## config.mk

```make
export PLATFORM = sky130hd
export DESIGN_NAME = ram_port_b_arbiter
export DESIGN_NICKNAME = d
export VERILOG_FILES = /design/src/rtl/ram_arb_pkg.sv /design/src/rtl/ram_port_b_arbiter_rr_pick.sv /design/src/rtl/ram_port_b_arbiter.sv
export SDC_FILE = /design/constraint.sdc
export NUM_CORES = 1
export LEC_CHECK = 0
export ABC_AREA = 0
export BUFFER_PORTS_ARGS = -buffer_cell sky130_fd_sc_hd__buf_2
export CAP_MARGIN = 30
export CORE_MARGIN = 3
export CORE_UTILIZATION = 40
export DETAILED_ROUTE_END_ITERATION = 8
export PLACE_DENSITY = 0.77
export SLEW_MARGIN = 0
export SYNTH_ARGS = -nofsm -noshare
export SYNTH_HDL_FRONTEND = slang
export SYNTH_SLANG_ARGS = --single-unit
export TNS_END_PERCENT = 30
```

## constraint.sdc

```tcl
create_clock -name clk -period 3.8 [get_ports clk]
set_input_delay 0.76 -clock clk [delete_from_list [all_inputs] [get_ports clk]]
set_output_delay 0.76 -clock clk [all_outputs]
set_load 0.05 [all_outputs]
```

## src/rtl/ram_arb_pkg.sv

```systemverilog
// Shared types and defaults for the data-RAM port-B arbiter.
// Constants here match the RAM instantiation in the arm top level.
package ram_arb_pkg;

    localparam int NREQ_MAX          = 8;
    localparam int ID_W              = $clog2(NREQ_MAX);
    localparam int DEF_MEM_BYTES     = 256;
    localparam int DEF_RD_LAT        = 1;

    typedef logic [ID_W-1:0] req_id_t;

    typedef struct packed {
        logic    valid;
        req_id_t id;
        logic    oob;
    } rd_tag_t;

endpackage

```

## src/rtl/ram_port_b_arbiter_rr_pick.sv

```systemverilog
// Combinational round-robin picker: searches cyclically from last+1.
// Reusable by any shared resource needing a fair one-hot grant.
module rr_pick
    import ram_arb_pkg::*;
#(
    parameter int NREQ = 2
) (
    input  logic [NREQ-1:0] req,
    input  req_id_t         last,
    output logic [NREQ-1:0] gnt,
    output req_id_t         id,
    output logic            found
);

    // First requester after last, wrapping around, wins.
    always_comb begin
        found = 1'b0;
        id    = '0;
        for (int k = 1; k <= NREQ; k++) begin
            for (int j = 0; j < NREQ; j++) begin
                if (!found && req[j] && ((int'(last) + k) % NREQ) == j) begin
                    found = 1'b1;
                    id    = req_id_t'(j);
                end
            end
        end
    end

    // Expand winner id to a one-hot grant vector.
    always_comb begin
        gnt = '0;
        for (int j = 0; j < NREQ; j++) begin
            gnt[j] = found && (id == req_id_t'(j));
        end
    end

endmodule

```

## src/rtl/ram_port_b_arbiter.sv

```systemverilog
// Round-robin arbiter sharing data-RAM port B among external readers,
// returning each byte to its requester RD_LAT cycles after the grant.
module ram_port_b_arbiter
    import ram_arb_pkg::*;
#(
    parameter int NREQ      = 2,
    parameter int ADDR_W    = 32,
    parameter int DATA_W    = 8,
    parameter int RD_LAT    = DEF_RD_LAT,
    parameter int MEM_BYTES = DEF_MEM_BYTES
) (
    input  logic                   clk,
    input  logic                   rst,
    input  logic                   en,
    input  logic [NREQ-1:0]        req,
    input  logic [NREQ*ADDR_W-1:0] req_addr,
    output logic [NREQ-1:0]        gnt,
    output logic [NREQ-1:0]        rvalid,
    output logic [DATA_W-1:0]      rdata,
    output logic                   oob,
    output logic [ADDR_W-1:0]      mem_addr,
    input  logic [DATA_W-1:0]      mem_q
);

    localparam logic [ADDR_W-1:0] MEM_LIM = ADDR_W'(MEM_BYTES);

    req_id_t           last;
    req_id_t           win_id;
    logic [NREQ-1:0]   pick_gnt;
    logic              found;
    logic              any_gnt;
    logic              in_range;
    logic [ADDR_W-1:0] win_addr;
    logic [ADDR_W-1:0] addr_q;
    rd_tag_t           tags [RD_LAT];
    rd_tag_t           tail;

    rr_pick #(.NREQ(NREQ)) u_pick (
        .req   (req & {NREQ{en}}),
        .last  (last),
        .gnt   (pick_gnt),
        .id    (win_id),
        .found (found)
    );

    // Grant only outside reset; en is already folded into the picker.
    always_comb begin
        any_gnt = found && !rst;
        gnt     = rst ? '0 : pick_gnt;
    end

    // Select the winner's address and classify it against the RAM size.
    always_comb begin
        win_addr = '0;
        for (int j = 0; j < NREQ; j++) begin
            if (win_id == req_id_t'(j)) begin
                win_addr = req_addr[j*ADDR_W +: ADDR_W];
            end
        end
        in_range = win_addr < MEM_LIM;
        mem_addr = (any_gnt && in_range) ? win_addr : addr_q;
    end

    // Round-robin pointer and idle-stable address copy.
    always_ff @(posedge clk or posedge rst) begin
        if (rst) begin
            last   <= req_id_t'(NREQ - 1);
            addr_q <= '0;
        end else if (any_gnt) begin
            last <= win_id;
            if (in_range) begin
                addr_q <= win_addr;
            end
        end
    end

    // Tag pipeline tracks each accepted read until its data returns.
    always_ff @(posedge clk or posedge rst) begin
        if (rst) begin
            for (int i = 0; i < RD_LAT; i++) begin
                tags[i] <= '0;
            end
        end else begin
            tags[0].valid <= any_gnt;
            tags[0].id    <= win_id;
            tags[0].oob   <= !in_range;
            for (int i = 1; i < RD_LAT; i++) begin
                tags[i] <= tags[i-1];
            end
        end
    end

    // Route the returning byte to its requester; zero when idle or out of range.
    always_comb begin
        tail   = tags[RD_LAT-1];
        rvalid = '0;
        for (int j = 0; j < NREQ; j++) begin
            rvalid[j] = tail.valid && (tail.id == req_id_t'(j));
        end
        oob   = tail.valid && tail.oob;
        rdata = (tail.valid && !tail.oob) ? mem_q : '0;
    end

endmodule
```

==> run metrics, run 1 <==
post-synth top area share 0.470; FMAX 278 MHz; clock buffer count from CTS 5; CTS H-tree lvls 2; Die Footprint around 5500 um^2; Area growth, synth to finish 40.6%; Synth Register Bits 36; slew margin rel. 0.344; WL final 4.40 mm; sequential share of power 0.487; Finished Layout Cells 350; RR Endpoint addr_q[14]$_DFFE_PP0P_; met2 WL between 2 and 2.5 mm; CTS Hold Buffers Added 0; delay-heaviest family, CP buffers and inverters; post-route ant nets 0; layout cell share with drive strength beyond 1 0.527; uppermost layer routed met4; crit path cell chain buf_2 > nand2_1 > nand3_1 > inv_1 > nor3_4 > o21ai_4 > buf_4 > and2_1 > buf_2; io pins 122; hpwl dp approximately 3.5 mm; Hold Vio Cnt, Final 0; endpoints failing setup 0; Final Max Tran Viols 0; Min-Delay Path Depth 1; Avg Cell Area, Syn ~11 um^2; final period utilization 0.945; Worst VDD drop between 0.0002 and 0.00025 V; Initial Utilization 0.422; Area contributors post-synth dfrtp_1 47%, and2_1 19%, mux2_4 9.7%; vias in the first global route ~1500; GR Util All Layers 0.157; DRT Pass-1 Iters 4; total power between 700 and 800 uW; Worst Hold Class flip-flop to flip-flop; Synth area leader dfrtp_1; critical path depth 9; Period minus WS final between 3 and 4 ns; post-synth cell types 21; Max-cap violations 0; worst reg2reg setup slack around 1.6 ns; WL/cell around 13 um; post-CTS sizing 0; Switching Fraction 0.221; worst-margin pin slew between 0.9 and 1 ns; DR vias 1608; initial antenna violation count 0; final clock skew 0.00332 ns; Seq/Total Area, Yosys 0.484; Psw approximately 180 uW; Leakage 0.00157 uW; Crit. End Element output port; placed cell count 342; FF-to-FF path depth 6; worst r2r src last[0]$_DFFE_PP1P_; Die W 74.2 um; clock tree buffer depth 2; CP Buf/Inv Count 4; critical path's slowest cell o21ai_4; core area 4410 um^2; CP dominant cell by count buf_2; drt drc 0; Clock transition at path regs around 0.07 ns; GR Overflow Total 0; Hold Path End addr_q[30]$_DFFE_PP0P_; antenna cells 0; syn_nets 250; RSZ-0062 raised after global routing false; clock group share of total power 0.409; vias per cell about 4.6; Worst Setup Start Kind input pin; CP required approximately 3.0 ns; met3 WL 304 um; Die Ht roughly 74 um; P_int 620 uW; first-pass GRT wire length ~6.7 mm; largest net degree at the start of global routing 39; Critical Path AT around 2.8 ns; # nets final 374; status finished clean; clock latency on the worst-skew pair 0.28 ns; gpl congestion between 0.8 and 0.9; CTS root buf clkbuf_8; critical setup path kind input pin to output port; setup TNS 0 ns; DR iter-0 viols 61; clock sinks 36; post-CTS setup buffer count 0; CP peak stage delay approximately 0.75 ns; met1 WL about 1.8 mm; hold_sp addr_q[30]$_DFFE_PP0P_; Warnings, synthesis 0; Post-Syn Area roughly 1900 um^2; commonest non-fill, non-tap cell in the layout buf_2; PwrDens 304 nW/um^2; Logic pwr share 0.103; IO buf count about 120; CTS tree done; most frequent cells in the layout 121 x buf_2, 58 x and2_1, 35 x dfrtp_1; CP Max Fanout 38; Mapped Cells 173; FP Rows 24
-- routing by layer --
metal,track usage,vias to the layer above
li1,-,814
met1,0.192,738
met2,0.279,52
met3,0.0324,4
met4,0.0474,0
met5,0,-
-- power groups by stage --
| stage | Sequential [uW] | Combinational, uW | Clock, uW |
|---|---|---|---|
| CTS | 388 | 84.1 | 336 |
| detailed placement | 395 | 83.6 | 0 |
| floorplan | 395 | 34.0 | 0 |
| finish | 388 | 82.3 | 326 |
| global route | 388 | 92.5 | 351 |
| global placement | 395 | 81.3 | 0 |
-- logic make-up after synthesis --
logic type	synth area share
compound gates	0.0168
simple gates	0.343
buf+inv	0.0356
flops	0.484
mux	0.121
-- registers in the layout, summed over array words and instances (netlist names) --
register / flops
addr_q: 32
tags: 3
last: 1
-- layout make-up --
class	instances	area, um^2
Tap cell	52	65.1
Clock inverter	3	42.5
Fill cell	388	1790
Sequential cell	36	902
Inverter	3	11.3
Clock buffer	5	68.8
Multi-Input combinational cell	126	895
Timing Repair Buffer	125	636
-- synth_stat cells --
master,number
dfrtp_1,35
nor4_1,8
nand4_1,2
nor2_1,3
clkbuf_1,5
o211ai_1,1
buf_6,1
and2_1,58
buf_12,1
a21o_1,1
dfstp_2,1
o21ai_4,1
nor4_2,4
buf_2,1
mux2_2,4
nor3_4,2
nand2_1,27
nor2b_1,2
mux2_4,12
nand3_1,1
inv_1,3
-- per-stage QoR --
stage	area [um^2]	utilization	setup WS, ns	hold WS (ns)
6_report	2620	0.594	0.207	0.477
5_1_grt	2620	0.594	0.00160	0.488
4_1_cts	2620	0.594	0.138	0.482
3_5_place_dp	2510	0.568	0.147	0.462
3_3_place_gp	2510	0.568	0.209	0.461
2_1_floorplan	1860	-	0.373	0.444
-- worst max-delay path by stage --
stage,start,slack [ns],end
after floorplan,rst,0.37,mem_addr[4]
after global placement,req[0],0.21,mem_addr[31]
after detailed placement,req[0],0.15,mem_addr[11]
after CTS,req[0],0.14,mem_addr[11]
after global routing,req[0],0.002,mem_addr[11]
final,req[0],0.21,mem_addr[11]
-- worst register-to-register path, cell delays in order (launching register included) --
cell,delay [ns]
dfstp_2,0.53
nand2_1,0.05
nand3_1,0.16
nor3_4,0.08
o21ai_4,0.78
buf_4,0.36
and2_1,0.16
No activity file was read; power rests on OpenSTA's default activity.
==> run 2, diff against run 1 <==
--- a/config.mk
+++ b/config.mk
@@ -8,10 +8,11 @@
 export ABC_AREA = 0
 export BUFFER_PORTS_ARGS = -buffer_cell sky130_fd_sc_hd__buf_2
 export CAP_MARGIN = 30
-export CORE_MARGIN = 3
+export CORE_MARGIN = 2
 export CORE_UTILIZATION = 40
 export DETAILED_ROUTE_END_ITERATION = 8
 export PLACE_DENSITY = 0.77
+export SETUP_SLACK_MARGIN = 0.3
 export SLEW_MARGIN = 0
 export SYNTH_ARGS = -nofsm -noshare
 export SYNTH_HDL_FRONTEND = slang
==> run 2 against run 1 <==
  * Largest cell class is now multi-input combinational cells
  * Critical path type unchanged
  * Critical endpoint is now mem_addr[4]
  * Highest routed layer unchanged
  * Combinational power grew 0.9%
  * Fmax grew 9.3%
  * Total power decreased by 7.4%
  * Largest power group unchanged
==> run metrics, run 2 (synthesized netlist as in run 1, its figures left out) <==
clock group share of total power 0.361 (was 0.409); FMAX 304 MHz (was 278 MHz); DRT Pass-1 Iters 4 (unchanged); status finished clean (unchanged); vias in the first global route 1526 (was 1498); FP Rows 24 (unchanged); Multi-input gate area 903 um^2 (was 895 um^2); Die W 72.2 um (was 74.2 um); met1 WL 1.77 mm (was 1.83 mm); Die Ht 72.2 um (was 74.2 um); Switching Fraction 0.221 (about the same); P_int 574 uW (was 620 uW); hpwl dp 3.29 mm (was 3.54 mm); RSZ-0062 raised after global routing false (unchanged); Worst VDD drop 0.000211 V (was 0.000230 V); worst-margin pin slew 0.429 ns (was 0.980 ns); DR iter-0 viols 71 (was 61); most frequent cells in the layout 121 x buf_2, 58 x and2_1, 35 x dfrtp_1 (unchanged); Initial Utilization 0.422 (unchanged); met3 WL 268 um (was 304 um); Die Footprint 5220 um^2 (was 5510 um^2); first-pass GRT wire length 6.78 mm (was 6.69 mm); final period utilization 0.865 (was 0.945); Max-cap violations 0 (unchanged); clock tree buffer depth 2 (unchanged); Worst Hold Class flip-flop to flip-flop (unchanged); endpoints failing setup 0 (unchanged); CP required 3.04 ns (about the same); Leakage 0.00159 uW (was 0.00157 uW); WL final 4.16 mm (was 4.40 mm); Psw 163 uW (was 176 uW); clock buffer count from CTS 5 (unchanged); drt drc 0 (unchanged); CTS Hold Buffers Added 0 (unchanged); Crit. End Element output port (unchanged); critical setup path kind input pin to output port (unchanged); antenna cells 0 (unchanged); DR vias 1632 (was 1608); layout cell share with drive strength beyond 1 0.526 (was 0.527); Regs by FF count addr_q x32, tags x3, last x1 (unchanged); io pins 122 (unchanged); CTS tree done (unchanged); IO buf count 121 (unchanged); clock latency on the worst-skew pair 0.27 ns (was 0.28 ns); Register Area 902 um^2 (unchanged); CTS H-tree lvls 2 (unchanged); PwrDens 278 nW/um^2 (was 304 nW/um^2); WL/cell 11.7 um (was 12.6 um); # nets final 378 (was 374); Worst Setup Start Kind input pin (unchanged); Period minus WS final 3.29 ns (was 3.59 ns); Largest register FFs 32 (unchanged); uppermost layer routed met4 (unchanged); Final Max Tran Viols 0 (unchanged); CP Max Fanout 20 (was 38); post-route ant nets 0 (unchanged); Logic pwr share 0.113 (was 0.103); GR Overflow Total 0 (unchanged); Clock transition at path regs 0.06 ns (was 0.07 ns); gpl congestion 0.796 (was 0.837); final clock skew 0.00509 ns (was 0.00332 ns); vias per cell 4.61 (was 4.59); slew margin rel. 0.714 (was 0.344); met2 WL 2.10 mm (was 2.23 mm); GR Util All Layers 0.165 (was 0.157); core area 4410 um^2 (unchanged); largest net degree at the start of global routing 37 (was 39); post-layout util 0.600 (was 0.594); setup TNS 0 ns (unchanged); Fillers 389 (was 388); CTS root buf clkbuf_8 (unchanged); sequential share of power 0.527 (was 0.487); commonest non-fill, non-tap cell in the layout buf_2 (unchanged); clock sinks 36 (unchanged); Area growth, synth to finish 42.2% (was 40.6%); Critical Path AT 2.53 ns (was 2.83 ns); post-CTS sizing 0 (unchanged); initial antenna violation count 0 (unchanged); Hold Vio Cnt, Final 0 (unchanged); Largest Register addr_q (unchanged)
[run 2: timing repair]
| action | CTS | global route |
|---|---|---|
| buffers inserted | 0 | 2 |
| hold endpoints to repair | 0 | 0 |
| setup endpoints to repair | 0 | 8 |
[run 2: metal layers]
layer  track usage  vias to the layer above
met2         0.274                       57
met3        0.0333                        2
met1         0.223                      748
li1              -                      825
met5             0                        -
met4        0.0419                        0
[run 2: path summary, 6_finish.rpt]
path / slack [ns] / start / endpoint / depth (start not counted)
worst max-delay path: 0.51 / req_addr[62] / mem_addr[4] / 8
worst min-delay path: 0.47 / addr_q[26]$_DFFE_PP0P_ / addr_q[26]$_DFFE_PP0P_ / 1
worst max register to register: 1.89 / last[0]$_DFFE_PP1P_ / addr_q[6]$_DFFE_PP0P_ / 7
worst min register to register: 0.47 / addr_q[26]$_DFFE_PP0P_ / addr_q[26]$_DFFE_PP0P_ / 1
max in group asynchronous: 2.84 / rst / last[0]$_DFFE_PP1P_ / 3
min in group asynchronous: 0.63 / rst / addr_q[5]$_DFFE_PP0P_ / 3
[run 2: per-stage QoR]
| stage | cell area [um^2] | power (uW) | worst slack, ns | hold WS, ns | std cells |
|---|---|---|---|---|---|
| 2_1_floorplan | 1860 | 429 | 0.373 | 0.444 | 173 |
| 3_3_place_gp | 2510 | 477 | 0.179 | 0.460 | 342 |
| 3_5_place_dp | 2540 | 479 | 0.445 | 0.463 | 343 |
| 4_1_cts | 2630 | 747 | 0.438 | 0.479 | 351 |
| 5_1_grt | 2650 | 776 | 0.351 | 0.494 | 354 |
| 6_report | 2650 | 737 | 0.514 | 0.473 | 354 |
[run 2: power groups by stage]
stage	sequential (uW)	combinational (uW)	clock, uW
2_1_floorplan	395	34.0	0
3_3_place_gp	395	81.7	0
3_5_place_dp	395	83.6	0
4_1_cts	388	83.8	275
5_1_grt	388	92.4	296
6_report	388	83.0	266
[run 2: final cells by class]
type	instances	area share
multi-input cells	127	0.341
flip-flops and latches	36	0.340
repair buffers	128	0.256
clock buffers	8	0.0340
well taps	52	0.0246
inverters	3	0.00425
[run 2: worst max-delay path, cell delays in order]
cell and delay [ns]:
buf_2 0.11, nor4_1 0.32, nand4_1 0.22, nor3_4 0.24, o21ai_4 0.16, buf_16 0.20, mux2_4 0.30, buf_2 0.21
==> run 3, diff against run 2 <==
--- a/config.mk
+++ b/config.mk
@@ -9,9 +9,9 @@
 export BUFFER_PORTS_ARGS = -buffer_cell sky130_fd_sc_hd__buf_2
 export CAP_MARGIN = 30
 export CORE_MARGIN = 2
-export CORE_UTILIZATION = 40
+export CORE_UTILIZATION = 38
 export DETAILED_ROUTE_END_ITERATION = 8
-export PLACE_DENSITY = 0.77
+export PLACE_DENSITY = 0.76
 export SETUP_SLACK_MARGIN = 0.3
 export SLEW_MARGIN = 0
 export SYNTH_ARGS = -nofsm -noshare
==> constraint.sdc (replaced) <==
create_clock -name clk -period 2.72 [get_ports clk]
set_input_delay 0.544 -clock clk [delete_from_list [all_inputs] [get_ports clk]]
set_output_delay 0.544 -clock clk [all_outputs]
set_load 0.05 [all_outputs]
==> run 3 against run 2 <==
  * Worst hold slack lost 0.074 ns
  * Highest routed layer unchanged
  * Sequential share of layout area decreased by 5.6 points
  * Cell count up 6.8%
  * Clock skew rose by 0.0081 ns
  * Sequential power up 40%
  * Utilization is 7.2 points higher
  * Non-clock buffer count grew 10
  * Critical path type unchanged
  * Critical endpoint is now mem_addr[3]
  * Flip-flop and latch count unchanged
  * Clock-buffer cell count fell by 1
  * Clock power is 38% higher
==> run metrics, run 3 (synthesized netlist as in run 1, its figures left out) <==
DRT Pass-1 Iters 4 (unchanged); GR Overflow Total 0 (unchanged); Period minus WS final around 2.6 ns; post-layout util 0.673 (was 0.600); FP Rows 25 (was 24); Worst Setup Start Kind input pin (unchanged); IO buf count 121 (unchanged); Largest Register addr_q (unchanged); Area growth, synth to finish 70.5% (was 42.2%); Crit. End Element output port (unchanged); CTS tree done (unchanged); vias per cell 4.49 (was 4.61); grt peak-use layer met2 (unchanged); Post-DP Area 2600 um^2 (was 2540 um^2); CP required 2.18 ns (was 3.04 ns); drt drc 0 (unchanged); final worst slack 0.0818 ns (was 0.514 ns); post-route ant nets 0 (unchanged); crit path cell chain buf_2 > nor4_1 > nand4_1 > nor3_4 > o21ai_4 > buf_12 > mux2_4 > buf_8 (was buf_2 > nor4_1 > nand4_1 > nor3_4 > o21ai_4 > buf_16 > mux2_4 > buf_2); largest net degree at the start of global routing 37 (unchanged); GR Util All Layers 0.203 (was 0.165); clock buffer count from CTS 5 (unchanged); Max-cap violations 0 (unchanged); GR Layer Usage met2 0.363 (was 0.274); delay-heaviest family, CP simple AND/OR/NAND/NOR gates (unchanged); Hold Vio Cnt, Final 0 (unchanged); CTS root buf clkbuf_8 (unchanged); design area 3180 um^2 (was 2650 um^2); hpwl dp 3.26 mm (was 3.29 mm); clock tree buffer depth 2 (unchanged); most frequent cells in the layout 85 x buf_2, 35 x dfrtp_1, 35 x buf_6 (was 121 x buf_2, 58 x and2_1, 35 x dfrtp_1); Largest register FFs 32 (unchanged); initial antenna violation count 0 (unchanged); commonest non-fill, non-tap cell in the layout buf_2 (unchanged); gpl congestion 0.852 (was 0.796); met3 Use GR 0.0407 (was 0.0333); RSZ-0062 raised after global routing true (was false); vias in the first global route 1725 (was 1526); critical path's slowest cell mux2_4 (was nor4_1); FMAX ~380 MHz; Clock transition at path regs 0.07 ns (was 0.06 ns); CTS H-tree lvls 2 (unchanged); CP Buf/Inv Count 3 (unchanged); Die W 74.0 um (was 72.2 um); Regs by FF count addr_q x32, tags x3, last x1 (unchanged); antenna cells 0 (unchanged); PwrDens 330 nW/um^2 (was 278 nW/um^2); worst-margin pin slew 0.462 ns (was 0.429 ns); DR iter-0 viols 53 (was 71); # nets final 387 (was 378); CP peak stage delay 0.31 ns (was 0.32 ns); CP Max Fanout 6 (was 20); critical setup path kind input pin to output port (unchanged); Initial Utilization 0.394 (was 0.422); WL final 5.33 mm (was 4.16 mm); io pins 122 (unchanged); WL/cell 14.1 um (was 11.7 um); Worst Hold Class input pin to async pin (was flip-flop to flip-flop); GRT met1 Usage 0.247 (was 0.223); Die Ht 74.0 um (was 72.2 um); DR vias 1699 (was 1632); first-pass GRT wire length 8.40 mm (was 6.78 mm); Critical Path AT 2.09 ns (was 2.53 ns); final period utilization 0.970; layout cell share with drive strength beyond 1 0.643 (was 0.526); final clock skew 0.0132 ns (was 0.00509 ns); Die Footprint 5480 um^2 (was 5220 um^2); setup slack at placement 0.0100 ns (was 0.445 ns); Leakage 0.00175 uW (was 0.00159 uW); status finished clean (unchanged); endpoints failing setup 0 (unchanged); total power 1050 uW (was 737 uW); Final Max Tran Viols 0 (unchanged); clock sinks 36 (unchanged); core area 4720 um^2 (was 4410 um^2); slew margin rel. 0.692 (was 0.714); Worst VDD drop 0.000202 V (was 0.000211 V); clock latency on the worst-skew pair 0.28 ns (was 0.27 ns)
run 3: through the flow:
step                setup TNS [ns]  hold slack (ns)  std cells
finish                           0            0.399        378
global route                -0.911            0.432        378
CTS                              0            0.407        376
detailed placement               0            0.462        359
global placement                 0            0.460        359
floorplan                    -1.30            0.444        173
run 3: worst reg2reg max path, stage by stage (launching register included):
cell and delay, ns:
dfstp_2 0.53, nand2_1 0.05, nand3_2 0.07, buf_6 0.11, nor3_4 0.05, o21ai_4 0.29
buf_12 0.17, buf_2 0.20, buf_4 0.14, mux2_4 0.29
run 3: area by class of cell:
class                   instances  area [um^2]
clock buffers                   7         76.3
clock inverters                 1         8.76
fillers                       373         1550
inverters                       3         15.0
multi-input cells             126         1010
flip-flops and latches         36          902
well taps                      67         83.8
repair buffers                138         1080
run 3: report_power, final:
part / leakage [uW] / switching [uW] / internal, uW
clock: 0.0000424 / 183 / 183
sequential: 0.000493 / 1.77 / 540
combinational: 0.00122 / 71.4 / 70.3
total: 0.00175 / 256 / 793
run 3: metal layers:
metal | vias up | wire [um]
li1 | 839 | -
met1 | 793 | 2210
met2 | 60 | 2820
met3 | 7 | 239
met4 | 0 | 64
met5 | - | 0
run 3: final timing paths:
path / from / end / slack (ns) / cells past startpoint
worst max-delay path: req_addr[59] / mem_addr[3] / 0.08 / 8
worst min register to register: addr_q[10]$_DFFE_PP0P_ / addr_q[10]$_DFFE_PP0P_ / 0.48 / 1
worst min-delay path: rst / addr_q[2]$_DFFE_PP0P_ / 0.40 / 3
worst max register to register: last[0]$_DFFE_PP1P_ / addr_q[3]$_DFFE_PP0P_ / 0.71 / 9
min in group clk: addr_q[10]$_DFFE_PP0P_ / addr_q[10]$_DFFE_PP0P_ / 0.48 / 1
max in group asynchronous: rst / last[0]$_DFFE_PP1P_ / 1.98 / 3
run 3: repair_timing:
item	4_1_cts	5_1_grt
buffers inserted	6	2
hold buffers	0	0
setup endpoints to repair	32	32
cloned	3	0
pin swaps	13	7
resized for setup	86	4
